$ cat config.mk
export PLATFORM = sky130hd
export DESIGN_NAME = scan_mux_ctrl_flat
export DESIGN_NICKNAME = d
export VERILOG_FILES = /design/src/rtl/scan_mux_if.sv /design/src/rtl/scan_mux_ctrl.sv /design/src/flat_wrapper.sv
export SDC_FILE = /design/constraint.sdc
export NUM_CORES = 1
export LEC_CHECK = 0
export ABC_AREA = 1
export BUFFER_PORTS_ARGS = -buffer_cell sky130_fd_sc_hd__buf_2
export CORE_UTILIZATION = 60
export CTS_BUF_LIST = sky130_fd_sc_hd__clkbuf_2 sky130_fd_sc_hd__clkbuf_4 sky130_fd_sc_hd__clkbuf_8
export DETAILED_ROUTE_END_ITERATION = 16
export PLACE_DENSITY = 0.84
export SYNTH_ARGS = -nofsm -noshare
export SYNTH_HDL_FRONTEND = slang
export SYNTH_SLANG_ARGS = --single-unit
$ cat constraint.sdc
create_clock -name clk -period 2.7 [get_ports clk]
set_clock_uncertainty 0.15 [all_clocks]
set_input_delay 0.405 -clock clk [delete_from_list [all_inputs] [get_ports clk]]
set_output_delay 0.405 -clock clk [all_outputs]
set_load 0.01 [all_outputs]
$ cat src/rtl/scan_mux_if.sv
// Channel bus between the digit sources and the display driver.
// No valid/ready here: every input is sampled on every clock edge, outputs are registered.
interface scan_mux_if #(
  parameter int NUM_CH = 4,
  parameter int DATA_W = 4,
  parameter int SEL_W  = $clog2(NUM_CH)
);
  logic [NUM_CH*DATA_W-1:0] data_in;
  logic [NUM_CH-1:0]        blank;
  logic                     mode;
  logic [SEL_W-1:0]         sel;
  logic [DATA_W-1:0]        y;
  logic [NUM_CH-1:0]        an_n;
  logic [SEL_W-1:0]         ch_idx;
  logic                     tick;

  modport master (
    output data_in, blank, mode, sel,
    input  y, an_n, ch_idx, tick
  );

  modport slave (
    input  data_in, blank, mode, sel,
    output y, an_n, ch_idx, tick
  );
endinterface

$ cat src/rtl/scan_mux_ctrl.sv
// N-channel time-multiplexed selector: auto-scan on a prescaled tick or manual select,
// with per-channel blanking and a dead-time guard on every channel change.
module scan_mux_ctrl #(
  parameter int NUM_CH = 4,
  parameter int DATA_W = 4,
  parameter int DIV    = 100000,
  parameter int GUARD  = 2,
  parameter int SEL_W  = $clog2(NUM_CH)
) (
  input  logic     clk,
  input  logic     reset,
  scan_mux_if.slave bus
);
  localparam int              PW      = $clog2(DIV);
  localparam int              GW      = (GUARD > 0) ? $clog2(GUARD + 1) : 1;
  localparam logic [SEL_W-1:0] LAST   = SEL_W'(NUM_CH - 1);
  localparam logic [NUM_CH-1:0] ALL_OFF = '1;

  logic [PW-1:0]     r_pcnt;
  logic              r_tick;
  logic [SEL_W-1:0]  r_ch;
  logic [GW-1:0]     r_guard;
  logic [DATA_W-1:0] r_y;
  logic [NUM_CH-1:0] r_an_n;

  logic [SEL_W-1:0]  w_nidx;
  logic              w_change;
  logic              w_blank;
  logic [DATA_W-1:0] w_ch_data [NUM_CH];

  for (genvar k = 0; k < NUM_CH; k++) begin : g_unpack
    assign w_ch_data[k] = bus.data_in[k*DATA_W +: DATA_W];
  end

  // Manual select clamps out-of-range indices to the last channel.
  always_comb begin
    w_nidx = r_ch;
    if (bus.mode) begin
      if ({1'b0, bus.sel} > {1'b0, LAST}) w_nidx = LAST;
      else                                 w_nidx = bus.sel;
    end else if (r_tick) begin
      w_nidx = (r_ch == LAST) ? '0 : r_ch + SEL_W'(1);
    end
    w_change = (w_nidx != r_ch);
    w_blank  = bus.blank[w_nidx];
  end

  always_ff @(posedge clk) begin
    if (reset) begin
      r_pcnt  <= '0;
      r_tick  <= 1'b0;
      r_ch    <= '0;
      r_guard <= '0;
      r_y     <= '0;
      r_an_n  <= ALL_OFF;
    end else begin
      r_pcnt <= (r_pcnt == PW'(DIV - 1)) ? '0 : r_pcnt + PW'(1);
      r_tick <= (r_pcnt == PW'(DIV - 1));
      r_ch   <= w_nidx;
      r_y    <= w_blank ? '0 : w_ch_data[w_nidx];
      // y follows the new channel immediately; only the enables wait out the guard.
      if (w_change) begin
        r_guard <= GW'(GUARD);
        r_an_n  <= ALL_OFF;
      end else if (r_guard != '0) begin
        r_guard <= r_guard - GW'(1);
        r_an_n  <= ALL_OFF;
      end else begin
        r_an_n  <= w_blank ? ALL_OFF : ~(NUM_CH'(1) << w_nidx);
      end
    end
  end

  assign bus.y      = r_y;
  assign bus.an_n   = r_an_n;
  assign bus.ch_idx = r_ch;
  assign bus.tick   = r_tick;
endmodule

$ cat src/flat_wrapper.sv
// flat-port wrapper written by rule: the top's interface ports become plain ports
module scan_mux_ctrl_flat 
#(
  parameter int NUM_CH = 4,
  parameter int DATA_W = 4,
  parameter int DIV    = 100000,
  parameter int GUARD  = 2,
  parameter int SEL_W  = $clog2(NUM_CH)
)
  (clk, reset, bus_data_in, bus_blank, bus_mode, bus_sel, bus_y, bus_an_n, bus_ch_idx, bus_tick);
  scan_mux_if #(.NUM_CH(NUM_CH), .DATA_W(DATA_W), .SEL_W(SEL_W)) bus_i ();
  input  logic clk;
  input  logic reset;
  input wire logic [$bits(bus_i.data_in)-1:0] bus_data_in;
  input wire logic [$bits(bus_i.blank)-1:0] bus_blank;
  input wire logic [$bits(bus_i.mode)-1:0] bus_mode;
  input wire logic [$bits(bus_i.sel)-1:0] bus_sel;
  output wire logic [$bits(bus_i.y)-1:0] bus_y;
  output wire logic [$bits(bus_i.an_n)-1:0] bus_an_n;
  output wire logic [$bits(bus_i.ch_idx)-1:0] bus_ch_idx;
  output wire logic [$bits(bus_i.tick)-1:0] bus_tick;
  assign bus_i.data_in = bus_data_in;
  assign bus_i.blank = bus_blank;
  assign bus_i.mode = bus_mode;
  assign bus_i.sel = bus_sel;
  assign bus_y = bus_i.y;
  assign bus_an_n = bus_i.an_n;
  assign bus_ch_idx = bus_i.ch_idx;
  assign bus_tick = bus_i.tick;
  scan_mux_ctrl #(.NUM_CH(NUM_CH), .DATA_W(DATA_W), .DIV(DIV), .GUARD(GUARD), .SEL_W(SEL_W)) u_core (.clk(clk), .reset(reset), .bus(bus_i));
endmodule
==> results of run 1 <==
[registers in the layout (all words and copies together), names as in the netlist]
register and cells:
u_core.bus.tick 1, u_core.bus.an_n 4, u_core.bus.ch_idx 2, u_core.r_guard 2, u_core.bus.y 4, u_core.r_pcnt 17
[power groups by stage]
stage	registers (mW)	clock network, mW	logic (mW)
floorplan	0.480	0	0.0957
global placement	0.476	0	0.133
detailed placement	0.476	0	0.134
CTS	0.466	0.254	0.135
global route	0.468	0.277	0.152
finish	0.466	0.247	0.134
[cell families (layout without fill, tap and decap cells)]
kind of cell	after synthesis	in the layout	share of synthesized area
AOI/OAI and AO/OA	3	3	0.0110
DFF	30	30	0.378
buffers and inverters	28	66	0.0826
and+or+nand+nor	145	145	0.436
adders and majority gates	2	2	0.0157
xor gates and xnor gates	14	14	0.0771
[metal layers]
layer	wire length, µm	vias to the layer above	global-route usage
met1	1310	626	0.257
met5	0	-	0
li1	-	771	-
met2	1410	52	0.417
met4	61	0	0.118
met3	201	7	0.0776
[cell usage after synthesis]
| library cell | instances |
|---|---|
| a21oi_1 | 2 |
| o21bai_1 | 1 |
| or2_1 | 1 |
| nor2_2 | 4 |
| nand2_1 | 50 |
| nand3_1 | 27 |
| dfxtp_1 | 30 |
| nor2_4 | 2 |
| nand2_8 | 1 |
| nand3b_1 | 2 |
| nor3_1 | 4 |
| inv_2 | 4 |
| nand3_2 | 1 |
| buf_6 | 3 |
| buf_4 | 1 |
| nand2_2 | 3 |
| inv_1 | 20 |
| xor2_1 | 12 |
| nor2_1 | 40 |
| nor3_4 | 1 |
| or2_2 | 1 |
| ha_1 | 2 |
| xnor2_1 | 2 |
| nand2_4 | 2 |
| or2_0 | 1 |
| nand4_1 | 5 |
[area by class of cell]
| class | instances | area, µm² |
|---|---|---|
| clock buffer | 7 | 52.6 |
| multi-input combinational | 164 | 858 |
| timing repair buffer | 35 | 175 |
| tap | 30 | 37.5 |
| fill | 222 | 686 |
| inverter | 24 | 90.1 |
| sequential | 30 | 601 |
[critical path, stage by stage (launching register included)]
cell and delay (ns):
dfxtp_1 0.41, ha_1 0.27, nand2_1 0.07, nand3_1 0.09
nand2_2 0.24, nor2_4 0.10, nand2_1 0.07, nand2_1 0.06
nor2_2 0.18, nand3_1 0.10
[worst max path at each step]
stage / start / end / slack (ns)
2_1_floorplan: u_core.bus.ch_idx[0] / u_core.bus.an_n[0] / 1.0
3_3_place_gp: u_core.bus.ch_idx[0] / u_core.bus.an_n[0] / 0.83
3_5_place_dp: u_core.bus.ch_idx[0] / u_core.bus.an_n[3] / 0.86
4_1_cts: u_core.bus.ch_idx[0] / u_core.bus.an_n[3] / 0.85
5_1_grt: u_core.bus.ch_idx[0] / u_core.bus.an_n[2] / 0.72
6_report: u_core.bus.ch_idx[0] / u_core.bus.an_n[3] / 0.85
[through the flow]
| stage | setup slack (ns) | cells | utilization | hold WS, ns |
|---|---|---|---|---|
| finish | 0.851 | 290 | 0.726 | 0.195 |
| global route | 0.719 | 290 | 0.726 | 0.195 |
| CTS | 0.854 | 290 | 0.726 | 0.177 |
| detailed placement | 0.864 | 283 | 0.705 | 0.286 |
| global placement | 0.835 | 283 | 0.705 | 0.278 |
| floorplan | 0.999 | 222 | - | 0.263 |
==> out/results.ini, run 1 <==
[global_route]
grtUsageTotal=0.240
grt_max_degree=18
grt_pass1_wl_um=4850
grt_overflow=0
grt_pass1_vias=1273
antenna_found_initial=0

[yosys]
yosysWarningCount=0
syn-instance-count=222
syn_area_um2=1590
synth_area_leaders=dfxtp_1 (38%), nand2_1 (12%), nor2_1 (9.4%)
ys_ff_latch=30
synth_top_area_frac=0.378
syn-num-nets=249
synth_area_leader_cell=dfxtp_1
avgSynthCellArea_um2=7.16
ys_types=26
yosysSeqAreaShare=0.378

[sta]
min_period_ns=1.85
clock.fmax_mhz=541
slew_violations=0
rsz0062_at_grt=false
tightest_slew_ns=0.366
tns_ns=0
period_share=0.685
hold_viol_final=0
relSlewSlack=0.754
setup_viol=0

[drt]
post_drt_wl_per_cell_um=10.3
vias=1456
drc=0
postRouteAntennaNets=0
vias_per_cell=5.02
drtIter0Drc=25
first_pass_iters=4
wirelength_um=2980

[worst_hold_path]
hold_path_class=primary input to register
hold-path-cell-count=2
hold_end=u_core.r_guard[1]
min_from=reset

[clock_network]
root_buffer=clkbuf_4
htreeDepth=2
post_cts_buffers=0
cts-resized-gates=0
cts_made_buffers=5
tritoncts=done
insertion_delay_ns=0.31
numClockSinks=30
cts.path.max_buffers=2
hold_buffers=0
clkTransAtPathRegs_ns=0.08

[power_and_ir_drop]
p_leak_nw=0.851
ir_worst_vdd_uv=444
combPwrFrac=0.159
power_switching_mw=0.218
p_int_mw=0.628
power_mw=0.847
power_density_nw_per_um2=467
p_sw_frac=0.258
p_clk_frac=0.291
power_frac_seq=0.550

[layout]
antennaDiodeCount=0
drive_above_1_share=0.235
synthToLayoutAreaGrowth_pct=14.1
layout.nets=287
fin_area_um2=1810
final_common_cell=nand2_1
mostFrequentLayoutCells=nand2_1 (50), nor2_1 (40), buf_2 (35), dfxtp_1 (30), nand3_1 (27)

[floorplanning]
start_util=0.636
io_pins=36
num_rows=18
dieArea_um2=2860
dieHeight_um=53.5
fp.coreArea_um2=2500
die_w_um=53.5

[worst_setup_path]
worst_setup_path_start_kind=register
crit_required_ns=2.75
r2r_end=u_core.bus.an_n[3]
r2r_slack_ns=0.85
reg2reg_depth=9
worstSetupPathType=register to register
worstPathArrival_ns=1.89
crit_fanout=11
cp-end-kind=register
r2r_start=u_core.bus.ch_idx[0]

[placed_design]
portBuffers=35
gp_congestion=0.889
placed_area_um2=1760
hpwl_um=2330

[run_status]
status=completed

[run]
cap_violations=0

(Power assumes the default switching activity.)
==> run 2: changes to the inputs <==
--- a/config.mk
+++ b/config.mk
@@ -5,12 +5,12 @@
 export SDC_FILE = /design/constraint.sdc
 export NUM_CORES = 1
 export LEC_CHECK = 0
-export ABC_AREA = 1
+export ABC_AREA = 0
 export BUFFER_PORTS_ARGS = -buffer_cell sky130_fd_sc_hd__buf_2
-export CORE_UTILIZATION = 60
+export CORE_UTILIZATION = 49
 export CTS_BUF_LIST = sky130_fd_sc_hd__clkbuf_2 sky130_fd_sc_hd__clkbuf_4 sky130_fd_sc_hd__clkbuf_8
 export DETAILED_ROUTE_END_ITERATION = 16
-export PLACE_DENSITY = 0.84
+export PLACE_DENSITY = 0.75
 export SYNTH_ARGS = -nofsm -noshare
 export SYNTH_HDL_FRONTEND = slang
 export SYNTH_SLANG_ARGS = --single-unit
==> constraint.sdc (replaced) <==
create_clock -name clk -period 1.7 [get_ports clk]
set_clock_uncertainty 0.15 [all_clocks]
set_input_delay 0.255 -clock clk [delete_from_list [all_inputs] [get_ports clk]]
set_output_delay 0.255 -clock clk [all_outputs]
set_load 0.01 [all_outputs]
==> run 2 against run 1 <==
Effect of this change:
- the run now ends with negative setup slack left
- synthesized cell count fell by 34%
- flip-flop and latch count did not move
- clock power rose by 81%
- count of clock-buffer cells in the layout did not move
==> out/results.ini, run 2 <==
[sta]
whs_ns=0.0129
slew_violations=0
rsz0062_at_grt=true
min_period_ns=2.07
hold_viol_final=0
setup_viol=9
tns_ns=-2.39
tightest_slew_ns=0.443
setup_ws_ns=-0.373
relSlewSlack=0.704
clock.fmax_mhz=482
period_share=1.22

[global_route]
grt_pass1_wl_um=5460
grt_overflow=0
grt_max_degree=16
grtUsageTotal=0.227
grt_pass1_vias=1302
antenna_found_initial=0

[worst_setup_path]
cp-end-kind=register
reg2reg_depth=5
max_stage_delay_ns=0.56
worstPathArrival_ns=2.15
worst_setup_path_start_kind=register
r2r_end=u_core.bus.y[2]
crit_fanout=5
path_cells=ha_4, mux2_4, mux2i_4, mux4_2, and2_4
worstSetupPathType=register to register
slowest_stage=mux4_2
r2r_start=u_core.bus.ch_idx[1]
crit_required_ns=1.77
crit_family=multiplexers
crit_buf_inv=0
r2r_slack_ns=-0.37

[yosys]
avgSynthCellArea_um2=9.68
synth_ff_type=dfxtp_1
synth_edf_count=0
syn-num-nets=173
yosysWarningCount=0
yosysSeqAreaShare=0.425
synth_area_leaders=dfxtp_1 (42%), xor2_1 (7.4%), nor2_1 (6.9%)
syn-instance-count=146
synth_top_area_frac=0.425
ys_types=39
ys_ff_latch=30
syn_area_um2=1410
yosysMostFrequentCell=dfxtp_1
async_flop_share=0
synth_area_leader_cell=dfxtp_1
ys_top_cells_by_count=dfxtp_1 (30), nor2_1 (26), xor2_1 (12)

[power_and_ir_drop]
p_sw_frac=0.251
p_int_mw=1.07
power_frac_seq=0.514
combPwrFrac=0.174
power_switching_mw=0.360
ir_worst_vdd_uv=577
power_density_nw_per_um2=737
p_leak_nw=0.825
p_clk_frac=0.313

[floorplanning]
die_w_um=55.7
start_util=0.517
num_rows=19
io_pins=36
fp.coreArea_um2=2730
dieHeight_um=55.7
dieArea_um2=3100

[placed_design]
dp.cells=228
portBuffers=35
hpwl_um=2400
gp_congestion=0.863

[clock_network]
insertion_delay_ns=0.32
cts_made_buffers=5
root_buffer=clkbuf_4
htreeDepth=2
cts.path.max_buffers=2
clkTransAtPathRegs_ns=0.09
tritoncts=done
numClockSinks=30

[drt]
drtIter0Drc=31
first_pass_iters=4
drc=0
wirelength_um=3300
vias_per_cell=5.33
vias=1284
postRouteAntennaNets=0
post_drt_wl_per_cell_um=13.7

[layout]
layout.nets=236
synthToLayoutAreaGrowth_pct=37.6
mostFrequentLayoutCells=buf_2 (35), nor2_1 (24), dfxtp_1 (23), buf_4 (21), xor2_1 (12)
utilization=0.712
fillers=220
final_common_cell=buf_2
antennaDiodeCount=0
regMostFlops=u_core.r_pcnt
largest_reg_flops=17
final_cells=241
drive_above_1_share=0.443

[run]
cap_violations=0

[worst_hold_path]
hold_path_class=primary input to register
hold-path-cell-count=3
min_from=bus_blank[3]
hold_end=u_core.bus.an_n[3]

[run_status]
violations=negative setup slack
status=complete, but fails checks

-- run 2: power groups by stage --
stage          Sequential, mW  Clock, mW  Combinational, mW
2_1_floorplan           0.762          0              0.113
3_3_place_gp            0.750          0              0.211
4_1_cts                 0.735      0.463              0.233
6_report                0.736      0.448              0.249
3_5_place_dp            0.751          0              0.221
5_1_grt                 0.738      0.486              0.271
-- run 2: logic make-up after synthesis --
| group | synth area share |
|---|---|
| AND/OR/NAND/NOR | 0.261 |
| flip-flops | 0.425 |
| XOR/XNOR | 0.105 |
| AO/OA/AOI/OAI | 0.0611 |
| buffers and inverters | 0.0257 |
| multiplexers | 0.104 |
| adder cells (fa/ha/maj) | 0.0177 |
-- run 2: metal layers --
metal	track usage	vias to the layer above	share of wire	wire [µm]
li1	-	641	-	-
met1	0.237	604	0.40	1320
met5	0	-	0	0
met3	0.0558	4	0.047	156
met4	0.104	0	0.0085	28
met2	0.423	35	0.54	1800
-- run 2: tightest hold or removal path, cell delays in order --
cell and delay, ns:
buf_2 0.09, nor2_1 0.04, nand3_1 0.06
-- run 2: final cells by class --
class	count	area [µm²]	area share
clock buffer	7	58.8	0.0302
tap	31	38.8	0.0199
multi-input combinational	107	832	0.428
clock inverter	1	5.00	0.00257
timing repair buffer	59	374	0.192
inverter	6	22.5	0.0116
sequential	30	614	0.316
-- run 2: how the worst max path moves through the flow --
stage / startpoint / end / slack (ns) / depth (start not counted)
final: u_core.bus.ch_idx[1] / u_core.bus.y[2] / -0.37 / 5
after global routing: u_core.bus.ch_idx[1] / u_core.bus.y[1] / -0.42 / 5
after CTS: u_core.bus.ch_idx[1] / u_core.bus.y[1] / -0.37 / 5
after detailed placement: u_core.bus.ch_idx[1] / u_core.bus.y[3] / -0.38 / 5
after global placement: u_core.bus.ch_idx[1] / u_core.bus.y[0] / -0.33 / 5
after floorplan: u_core.bus.ch_idx[0] / u_core.bus.y[0] / -0.34 / 5
-- run 2: what timing repair did --
action	in CTS	in global routing
endpoints found under the hold margin	1	0
buffers inserted	1	3
pin swaps	0	3
resized for setup	4	13
gates cloned	0	0
hold buffers	1	0
endpoints found under the setup margin	8	13
-- run 2: through the flow --
stage                     area, µm²  total power, mW  setup WS (ns)
after global placement         1790            0.961         -0.331
after global routing           1950             1.49         -0.418
after CTS                      1880             1.43         -0.370
after floorplan                1430            0.875         -0.336
after detailed placement       1790            0.972         -0.377
final                          1950             1.43         -0.373
